===== src/rtl/mux_rr_arbiter_pkg.sv =====
// mux_rr_arbiter_pkg
//   Shared types, defaults and the rotate-priority pick function for the
//   round-robin mux arbiter.
//   Optional feature macro used by the files that import this package:
//   MUX_RR_ARBITER_LOCK_EN (adds per-requester lock support).
package mux_rr_arbiter_pkg;

    localparam int unsigned DEF_NUM_REQ = 4;
    localparam int unsigned DEF_DATA_W  = 8;

    // Upper bound on requesters handled by rr_pick; callers zero-extend.
    localparam int unsigned PICK_MAX_REQ = 32;
    localparam int unsigned PICK_IDX_W   = 5;

    typedef enum logic {
        IDLE = 1'b0,  // output register empty
        HOLD = 1'b1   // output register holds a word
    } arb_state_t;

    typedef struct packed {
        logic                  found;
        logic [PICK_IDX_W-1:0] index;
    } pick_t;

    // First set bit of valid, scanning ptr, ptr+1, ... wrapping at num_req.
    // ptr must be < num_req and num_req <= PICK_MAX_REQ.
    function automatic pick_t rr_pick(input logic [PICK_MAX_REQ-1:0] valid,
                                      input int unsigned             ptr,
                                      input int unsigned             num_req);
        pick_t       r;
        int unsigned idx;
        r = '0;
        for (int unsigned k = 0; k < PICK_MAX_REQ; k++) begin
            idx = ptr + k;
            if (idx >= num_req) begin
                idx = idx - num_req;
            end
            if ((k < num_req) && !r.found && valid[idx[PICK_IDX_W-1:0]]) begin
                r.found = 1'b1;
                r.index = idx[PICK_IDX_W-1:0];
            end
        end
        return r;
    endfunction

endpackage


===== src/rtl/mux_rr_arbiter_if.sv =====
// mux_rr_arbiter_if
//   Requester-side and consumer-side handshake bundle of the round-robin
//   mux arbiter.
//   Signals:
//     req_valid [NUM_REQ]         per-requester valid
//     req_data  [NUM_REQ*DATA_W]  packed words, requester i at [i*DATA_W +: DATA_W]
//     req_ready [NUM_REQ]         one-hot (or zero) accept strobe
//     req_lock  [NUM_REQ]         only when MUX_RR_ARBITER_LOCK_EN is defined
//     out_valid / out_data / out_ready   registered output handshake
//     mux_sel   [SEL_W]           index of requester whose word is in out_data
//     busy                        out_valid || any req_valid
//   Modports: slave = arbiter side, master = requesters/consumer side.
interface mux_rr_arbiter_if
    import mux_rr_arbiter_pkg::*;
#(
    parameter int unsigned NUM_REQ = DEF_NUM_REQ,
    parameter int unsigned DATA_W  = DEF_DATA_W
);
    localparam int unsigned SEL_W = $clog2(NUM_REQ);

    logic [NUM_REQ-1:0]        req_valid;
    logic [NUM_REQ*DATA_W-1:0] req_data;
    logic [NUM_REQ-1:0]        req_ready;
    logic                      out_valid;
    logic [DATA_W-1:0]         out_data;
    logic                      out_ready;
    logic [SEL_W-1:0]          mux_sel;
    logic                      busy;

`ifdef MUX_RR_ARBITER_LOCK_EN
    logic [NUM_REQ-1:0]        req_lock;

    modport slave (
        input  req_valid, req_data, req_lock, out_ready,
        output req_ready, out_valid, out_data, mux_sel, busy
    );

    modport master (
        output req_valid, req_data, req_lock, out_ready,
        input  req_ready, out_valid, out_data, mux_sel, busy
    );
`else
    modport slave (
        input  req_valid, req_data, out_ready,
        output req_ready, out_valid, out_data, mux_sel, busy
    );

    modport master (
        output req_valid, req_data, out_ready,
        input  req_ready, out_valid, out_data, mux_sel, busy
    );
`endif

endinterface


===== src/rtl/mux_rr_arbiter_rr_priority_pick.sv =====
// rr_priority_pick
//   Combinational rotate-priority encoder: returns the first valid requester
//   at or after ptr (wrapping), as both a one-hot grant and an index.
//   Ports:
//     valid [NUM_REQ]  candidate requesters
//     ptr   [SEL_W]    highest-priority position this cycle
//     grant [NUM_REQ]  one-hot of the pick, zero when nothing is valid
//     found            any candidate valid
//     idx   [SEL_W]    index of the pick (meaningful only when found)
module rr_priority_pick
    import mux_rr_arbiter_pkg::*;
#(
    parameter int unsigned NUM_REQ = DEF_NUM_REQ
) (
    input  logic [NUM_REQ-1:0]         valid,
    input  logic [$clog2(NUM_REQ)-1:0] ptr,
    output logic [NUM_REQ-1:0]         grant,
    output logic                       found,
    output logic [$clog2(NUM_REQ)-1:0] idx
);
    localparam int unsigned SEL_W = $clog2(NUM_REQ);

    logic [PICK_MAX_REQ-1:0] valid_ext;
    pick_t                   pick;

    always_comb begin
        valid_ext              = '0;
        valid_ext[NUM_REQ-1:0] = valid;
        pick                   = rr_pick(valid_ext, 32'(ptr), NUM_REQ);
        found                  = pick.found;
        idx                    = pick.index[SEL_W-1:0];
        grant                  = '0;
        for (int unsigned i = 0; i < NUM_REQ; i++) begin
            grant[i] = pick.found && (pick.index == PICK_IDX_W'(i));
        end
    end

endmodule


===== src/rtl/mux_rr_arbiter.sv =====
// mux_rr_arbiter
//   Round-robin arbiter/sequencer for a shared N:1 mux datapath. Picks one of
//   NUM_REQ valid/ready requesters per transfer, drives the mux select and
//   registers the selected word into a 1-deep output stage.
//   Ports:
//     clk   rising-edge clock
//     rst   synchronous active-high reset
//     bus   mux_rr_arbiter_if.slave (requester and consumer handshakes)
//   Optional feature: define MUX_RR_ARBITER_LOCK_EN to add bus.req_lock.
//   An accept with req_lock[i]=1 pins arbitration to requester i until an
//   accept from i with req_lock[i]=0; the fairness pointer only moves on
//   that unlocking accept.
module mux_rr_arbiter
    import mux_rr_arbiter_pkg::*;
#(
    parameter int unsigned NUM_REQ = DEF_NUM_REQ,
    parameter int unsigned DATA_W  = DEF_DATA_W
) (
    input  logic             clk,
    input  logic             rst,
    mux_rr_arbiter_if.slave  bus
);
    localparam int unsigned SEL_W = $clog2(NUM_REQ);

    arb_state_t         state_q, state_d;
    logic [SEL_W-1:0]   rr_ptr_q, rr_ptr_d;
    logic [SEL_W-1:0]   mux_sel_q, mux_sel_d;
    logic [DATA_W-1:0]  out_data_q, out_data_d;

    logic [DATA_W-1:0]  words [NUM_REQ];
    logic [NUM_REQ-1:0] pick_valid;
    logic [NUM_REQ-1:0] pick_grant;
    logic               pick_found;
    logic [SEL_W-1:0]   pick_idx;
    logic [SEL_W-1:0]   ptr_after_pick;
    logic               can_load;
    logic               accept;

`ifdef MUX_RR_ARBITER_LOCK_EN
    logic               lock_q, lock_d;
    logic [SEL_W-1:0]   lock_idx_q, lock_idx_d;
`endif

    // Unpack requester words for the select mux.
    always_comb begin
        for (int unsigned i = 0; i < NUM_REQ; i++) begin
            words[i] = bus.req_data[i*DATA_W +: DATA_W];
        end
    end

    // While locked, only the lock owner is a candidate.
    always_comb begin
        pick_valid = bus.req_valid;
`ifdef MUX_RR_ARBITER_LOCK_EN
        if (lock_q) begin
            for (int unsigned i = 0; i < NUM_REQ; i++) begin
                if (SEL_W'(i) != lock_idx_q) begin
                    pick_valid[i] = 1'b0;
                end
            end
        end
`endif
    end

    rr_priority_pick #(
        .NUM_REQ (NUM_REQ)
    ) u_pick (
        .valid (pick_valid),
        .ptr   (rr_ptr_q),
        .grant (pick_grant),
        .found (pick_found),
        .idx   (pick_idx)
    );

    always_comb begin
        can_load       = (state_q == IDLE) || bus.out_ready;
        accept         = can_load && pick_found && !rst;
        ptr_after_pick = (pick_idx == SEL_W'(NUM_REQ - 1)) ? '0 : pick_idx + SEL_W'(1);

        state_d    = state_q;
        rr_ptr_d   = rr_ptr_q;
        mux_sel_d  = mux_sel_q;
        out_data_d = out_data_q;
`ifdef MUX_RR_ARBITER_LOCK_EN
        lock_d     = lock_q;
        lock_idx_d = lock_idx_q;
`endif

        if (accept) begin
            state_d    = HOLD;
            mux_sel_d  = pick_idx;
            out_data_d = words[pick_idx];
`ifdef MUX_RR_ARBITER_LOCK_EN
            lock_d     = bus.req_lock[pick_idx];
            lock_idx_d = pick_idx;
            if (!bus.req_lock[pick_idx]) begin
                rr_ptr_d = ptr_after_pick;
            end
`else
            rr_ptr_d   = ptr_after_pick;
`endif
        end else if (bus.out_ready) begin
            // Output drained and nothing new: data/select keep their last value.
            state_d = IDLE;
        end
    end

    always_ff @(posedge clk) begin
        if (rst) begin
            state_q    <= IDLE;
            rr_ptr_q   <= '0;
            mux_sel_q  <= '0;
            out_data_q <= '0;
`ifdef MUX_RR_ARBITER_LOCK_EN
            lock_q     <= 1'b0;
            lock_idx_q <= '0;
`endif
        end else begin
            state_q    <= state_d;
            rr_ptr_q   <= rr_ptr_d;
            mux_sel_q  <= mux_sel_d;
            out_data_q <= out_data_d;
`ifdef MUX_RR_ARBITER_LOCK_EN
            lock_q     <= lock_d;
            lock_idx_q <= lock_idx_d;
`endif
        end
    end

    assign bus.req_ready = accept ? pick_grant : '0;
    assign bus.out_valid = (state_q == HOLD);
    assign bus.out_data  = out_data_q;
    assign bus.mux_sel   = mux_sel_q;
    assign bus.busy      = (state_q == HOLD) || (|bus.req_valid);

endmodule


===== src/flat_wrapper.sv =====
// flat-port wrapper written by rule: the top's interface ports become plain ports
module mux_rr_arbiter_flat import mux_rr_arbiter_pkg::*;
#(
    parameter int unsigned NUM_REQ = DEF_NUM_REQ,
    parameter int unsigned DATA_W  = DEF_DATA_W
)
  (clk, rst, bus_req_valid, bus_req_data, bus_out_ready, bus_req_ready, bus_out_valid, bus_out_data, bus_mux_sel, bus_busy);
  mux_rr_arbiter_if #(.NUM_REQ(NUM_REQ), .DATA_W(DATA_W)) bus_i ();
  input  logic clk;
  input  logic rst;
  input wire logic [$bits(bus_i.req_valid)-1:0] bus_req_valid;
  input wire logic [$bits(bus_i.req_data)-1:0] bus_req_data;
  input wire logic [$bits(bus_i.out_ready)-1:0] bus_out_ready;
  output wire logic [$bits(bus_i.req_ready)-1:0] bus_req_ready;
  output wire logic [$bits(bus_i.out_valid)-1:0] bus_out_valid;
  output wire logic [$bits(bus_i.out_data)-1:0] bus_out_data;
  output wire logic [$bits(bus_i.mux_sel)-1:0] bus_mux_sel;
  output wire logic [$bits(bus_i.busy)-1:0] bus_busy;
  assign bus_i.req_valid = bus_req_valid;
  assign bus_i.req_data = bus_req_data;
  assign bus_i.out_ready = bus_out_ready;
  assign bus_req_ready = bus_i.req_ready;
  assign bus_out_valid = bus_i.out_valid;
  assign bus_out_data = bus_i.out_data;
  assign bus_mux_sel = bus_i.mux_sel;
  assign bus_busy = bus_i.busy;
  mux_rr_arbiter #(.NUM_REQ(NUM_REQ), .DATA_W(DATA_W)) u_core (.clk(clk), .rst(rst), .bus(bus_i));
endmodule

===== config.mk =====
export PLATFORM = sky130hd
export DESIGN_NAME = mux_rr_arbiter_flat
export DESIGN_NICKNAME = d
export VERILOG_FILES = /design/src/rtl/mux_rr_arbiter_pkg.sv /design/src/rtl/mux_rr_arbiter_if.sv /design/src/rtl/mux_rr_arbiter_rr_priority_pick.sv /design/src/rtl/mux_rr_arbiter.sv /design/src/flat_wrapper.sv
export SDC_FILE = /design/constraint.sdc
export NUM_CORES = 1
export LEC_CHECK = 0
export ABC_AREA = 1
export CAP_MARGIN = 40
export CORE_MARGIN = 3
export CORE_UTILIZATION = 38
export CTS_CLUSTER_SIZE = 20
export DETAILED_ROUTE_END_ITERATION = 8
export PLACE_DENSITY = 0.76
export SYNTH_ARGS = -nofsm -noshare
export SYNTH_HDL_FRONTEND = slang
export SYNTH_SLANG_ARGS = --single-unit

===== constraint.sdc =====
create_clock -name clk -period 2.35 [get_ports clk]
set_clock_uncertainty 0.1 [all_clocks]
set_input_delay 0.47 -clock clk [delete_from_list [all_inputs] [get_ports clk]]
set_output_delay 0.47 -clock clk [all_outputs]
set_load 0.05 [all_outputs]

### Word-level counts from Yosys, hierarchy flattened

Cells that the tools add are included.

| cells by class | value |
|---|---|
| $lt $le $gt $ge | 9 |
| $add $sub $neg | 8 |
| shift-type cells | 0 |
| divide/modulo/power cells | 0 |
| bitwise gates (word level) | 2 |
| equal/unequal tests | 4 |
| multipliers | 0 |
| mux-type cells | 23 |
| reductions and logical operators | 18 |

Operator list:

| operator | count |
|---|---|
| $lt A5 B6 Y1 const B | 4 |
| $mux W6 | 4 |
| $bmux W1 S5 | 4 |
| $mux W5 | 4 |
| $bmux W8 S2 | 1 |
| $mux W8 | 2 |
| $ge A3 B3 Y1 const B | 4 |
| $sub A3 B3 Y4 const B | 3 |
| $eq A5 B2 Y1 const B | 2 |
| $logic_and A1 B1 Y1 | 9 |
| $add A2 B2 Y3 const B | 2 |
| $mux W1 | 6 |
| $eq A5 B1 Y1 const B | 1 |
| $logic_not A5 Y1 | 1 |
| $logic_not A1 Y1 | 4 |
| $mux W4 | 1 |
| $reduce_or A4 Y1 | 1 |
| $sub A2 B3 Y4 const B | 1 |
| $add A2 B1 Y3 const B | 1 |
| $ge A2 B3 Y1 const B | 1 |
| $not A2 Y3 | 1 |
| $add A2 B1 Y2 const B | 1 |
| $eq A2 B2 Y1 const B | 1 |
| $logic_or A1 B1 Y1 | 2 |
| other kinds (3) | 3 |

| word-level totals | value |
|---|---|
| memories kept | 0 |
| input bits | 39 |
| register bits after elaboration | 13 |
| word-level logic and storage cells | 68 |
| output and inout bits | 16 |
| memory bits (writable) | 0 |
| latch bits | 0 |
| bits in read-only memories | 0 |

### Longest topological paths before layout

| logic depth | value |
|---|---|
| word-level depth | 18 |
| mapped depth | 17 |
| gate-level depth less buffers | 15 |

### Hierarchy

From an unflattened synthesis, not the netlist that was laid out.

| unflattened totals | value |
|---|---|
| cell total of the unflattened synthesis | 227 |
| area, all modules | 1247.4 um^2 |

By module, submodules not included:

| module | times used | cells an instance | area each (um^2) |
|---|---|---|---|
| mux_rr_arbiter | 1 | 159 | 885.8 |
| rr_priority_pick | 1 | 68 | 361.6 |

### Worst setup path before layout

Ideal clock, no wire load.

| path | value |
|---|---|
| kind | flip-flop to output port |
| start point | reg u_core.rr_ptr_q[0] |
| end point | out bus_req_ready[1] |
| required time | 1.780 ns |
| path slack | -0.893 ns |
| arrival time | 2.673 ns |
| cell stages (with the launch flop) | 12 |
| cells stage by stage | dfxtp_1 buf_6 inv_6 ha_1 inv_1 nor2_1 nor2_2 nand3_2 nand2_4 nand2_4 buf_6 nor3_1 |

| on the way | value |
|---|---|
| longest elaborated chain between the ends | 17 |
| elaborated cells on any way between the ends | 38 |

Ends and longest elaborated chain:

| what | line | source |
|---|---|---|
| start: declaration | mux_rr_arbiter.sv:26 | `logic [SEL_W-1:0] rr_ptr_q, rr_ptr_d;` |
| start signal: assignment | mux_rr_arbiter.sv:120 | `rr_ptr_q <= rr_ptr_d;` |
| branches (longest 13 deep; another with $sub A3 B3 Y4) | n/a |  |
| $mux W6 (*) | mux_rr_arbiter_pkg.sv:38 | `if ((k < num_req) && !r.found && valid[idx[PICK_IDX_W-1:0]]) begin` |
| $eq A5 B1 Y1 / $logic_and A1 B1 Y1 (equally long branches) | mux_rr_arbiter_rr_priority_pick.sv:34, mux_rr_arbiter.sv:77 |  |
| $logic_and A1 B1 Y1 (on tied branches) | mux_rr_arbiter_rr_priority_pick.sv:34, mux_rr_arbiter.sv:77 |  |
| $mux W4 (*) | mux_rr_arbiter.sv:130 | `assign bus.req_ready = accept ? pick_grant : '0;` |
| end: declaration | flat_wrapper.sv:14 | `output wire logic [$bits(bus_i.req_ready)-1:0] bus_req_ready;` |

Mark *: on every way between the ends. The select of a mux whose other input is x is not followed.

### Final worst setup path

| path | value |
|---|---|
| start point | reg u_core.rr_ptr_q[0] |
| end point | out bus_req_ready[2] |

| on the way | value |
|---|---|
| longest elaborated chain between the ends | 17 |
| elaborated cells on any way between the ends | 38 |

Ends and longest elaborated chain:

| what | line |
|---|---|
| branches (longest 13 deep; another with $sub A3 B3 Y4) | n/a |
| $mux W6 (*) | mux_rr_arbiter_pkg.sv:38 |
| $eq A5 B2 Y1 / $logic_and A1 B1 Y1 (equally long branches) | mux_rr_arbiter_rr_priority_pick.sv:34, mux_rr_arbiter.sv:77 |
| $logic_and A1 B1 Y1 (on tied branches) | mux_rr_arbiter_rr_priority_pick.sv:34, mux_rr_arbiter.sv:77 |
| $mux W4 (*) | mux_rr_arbiter.sv:130 |

Marks and branches as above.

==> results.md <==
- Status: finished, violations left
- Failing checks: negative setup slack
- Unrepaired setup endpoints after global routing: yes
- Crit-path max FO: 5
- VDD IR max: 0.00131 V
- Worst r2r src: u_core.rr_ptr_q[0]
- PwrDens: 1830 nW/µm²
- Maxcap violations: 0
- Crit path time final: 2.62 ns
- Die X-Extent: 63.8 µm
- Mapped Nets: 246
- Clock transition at the registers of the reported paths: 0.08 ns
- WL/cell: 12.2 µm
- Clock buffer depth: 2
- Crit path capture: bus_req_ready[2]
- Cell types occupying the most area after synthesis: dfxtp_1 20%, nand2_1 19%, nand3_1 13%
- Final setup viols: 4
- Vias in the first global route: 1495
- Slew Limit Fails: 0
- Layout Nets: 322
- Synthesized cell area: 1270 µm²
- 1st-iter DRT viols: 125
- Flop2flop setup slack: 0.19 ns
- Worst setup EP type: output port
- Rows: 20
- Area Growth Syn to Fin: 76.7%
- Slew headroom: 66.2%
- Post-DP HPWL: 2.93 mm
- Via density: 4.70
- Reg2Reg Depth: 15
- Port Buf Inserts: 54
- Die Area: 4080 µm²
- Post-Place Cells: 312
- Crit Path Class: flop to output port
- CTS sink cnt: 13
- Slew @ Worst Pin: 0.506 ns
- Initial antenna violation count: 0
- Largest net degree at the start of global routing: 17
- Register area share after synthesis: 20.5%
- Core ar.: 3130 µm²
- Antenna Cells: 0
- Worst skew pair latency: 0.27 ns
- Final-report hold violation count: 0
- Gpl congestion: 0.847
- Synth area leader: dfxtp_1
- Overflow after GRT: 0
- Overall power: 0.00411 W
- DR pass1 iterations: 4
- Final std cells w/o fill: 322
- Final cycle utilization of the critical path: 112%
- Flops & latches, synth: 13
- ANT nets after route: 0
- Io pins: 55
- Worst Setup Start Kind: flop
- Global-route wire length before repair: 6.67 mm
- DRT Wirelength: 3.92 mm
- Syn Inst Count: 203
- CTS tree: yes
- CP required: 1.78 ns
- CTS root buf: clkbuf_4
- Cts bufs inserted: 3
- Starting Density: 40.6%
- Tightest Hold Check Type: flop to flop
- YS warnings: 0
- Chip Height: 63.8 µm
- Share of layout cells above drive strength 1: 32.0%
- Total GRT Usage: 20.0%
- Post-cts hold buffer count: 0
- Arrival @ worst endpoint: 2.05 ns
- R2R Path End: u_core.bus.out_data[1]
- Achievable Freq: 0.381 GHz
- Crit. Startpoint: u_core.rr_ptr_q[0]
- Leakage: 1.08 nW
- Synth top area share: 20.5%
- Worst Setup Slack, final: -0.275 ns
- DRC Markers: 0
- Mean Syn Cell Area: 6.26 µm²
- H-tree levels: 1
- Netlist cell types: 25
- Via count: 1513
## worst min path at each step
stage,from,end,slack [ns],cells after the start
global placement,u_core.bus.out_data[5],u_core.bus.out_data[5],0.36,2
floorplan,rst,u_core.rr_ptr_q[0],0.43,1
finish,u_core.bus.out_data[2],u_core.bus.out_data[2],0.37,2
CTS,u_core.bus.out_data[5],u_core.bus.out_data[5],0.38,2
global route,u_core.bus.out_data[7],u_core.bus.out_data[7],0.39,2
detailed placement,u_core.bus.out_data[4],u_core.bus.out_data[4],0.36,2
## layout make-up
| cell class | count | area, µm² |
|---|---|---|
| tap | 44 | 55.1 |
| fill | 252 | 882 |
| inverter | 25 | 109 |
| timing repair buffer | 80 | 810 |
| multi-input combinational | 156 | 981 |
| clock buffer | 4 | 26.3 |
| sequential | 13 | 265 |
## power breakdown
part / internal [W] / switching, W / leakage (nW) / total, W
registers: 0.000317 / 0.0000515 / 0.109 / 0.000368
clock network: 0.0000658 / 0.0000694 / 0.0150 / 0.000135
logic: 0.00152 / 0.00208 / 0.952 / 0.00360
total: 0.00191 / 0.00220 / 1.08 / 0.00411
## metrics by stage
| step | TNS (ns) | hold slack (ns) | setup WS, ns | instance area [µm²] | util [%] |
|---|---|---|---|---|---|
| after global placement | -3.02 | 0.358 | -0.417 | 2080 | 66.5 |
| after detailed placement | -3.59 | 0.364 | -0.469 | 2080 | 66.5 |
| final | -1.06 | 0.371 | -0.275 | 2250 | 71.8 |
| after floorplan | -0.720 | 0.432 | -0.190 | 1370 | - |
| after CTS | -1.13 | 0.376 | -0.297 | 2230 | 71.4 |
| after global routing | -1.38 | 0.389 | -0.349 | 2250 | 71.8 |
## state kept, by name, summed over array words and instances (netlist names)
| register | count |
|---|---|
| u_core.bus.out_data | 8 |
| u_core.bus.mux_sel | 2 |
| u_core.bus.out_valid | 1 |
| u_core.rr_ptr_q | 2 |
## cells by family after synthesis
logic type / count (synthesis) / share of synthesized area [%]
adder cells (fa/ha/maj): 4 / 3.94
flip-flops: 13 / 20.5
AND/OR/NAND/NOR: 142 / 57.9
buffers and inverters: 34 / 13.6
AO/OA/AOI/OAI: 10 / 4.13
## layer usage
layer  track usage [%]  up-vias  part of all wire [%]
met5                 0        -                     0
li1                  -      795                     -
met3              1.58        9                   5.0
met2              30.8       44                    47
met4              9.97        0                   2.4
met1              27.9      665                    46
## what timing repair did
action / CTS / global route
resized for setup: 25 / 1
setup buffers: 5 / 2
hold endpoints to repair: 0 / 0
endpoints found under the setup margin: 4 / 7
pin swaps: 19 / 7
## critical path, stage by stage (launching register included)
cell,delay (ns)
dfxtp_4,0.38
inv_8,0.03
ha_4,0.30
inv_6,0.05
nand3_2,0.06
nand2_2,0.06
nor2_4,0.11
nand3b_1,0.17
nand3_2,0.15
inv_2,0.11
nand3_4,0.10
nor2_4,0.12
buf_12,0.14
## layout by cell type (no fill, tap or decap), types with 7 or more instances in the layout
cell type / instances
buf_12: 7
buf_4: 23
clkdlybuf4s50_1: 45
dfxtp_1: 11
inv_1: 17
nand2_1: 58
nand2_2: 18
nand2_4: 7
nand3_1: 29
nand3b_1: 9
## synth_stat cells (all sizes together)
library cell and n:
nand3 36, nor2 9, nand4 2, nand2 84, o21ai 4, buf 8
clkbuf 1, ha 4, a21boi 1, nor3 2, dfxtp 13, a21oi 5
nand3b 9, inv 25
(Power assumes the default switching activity.)
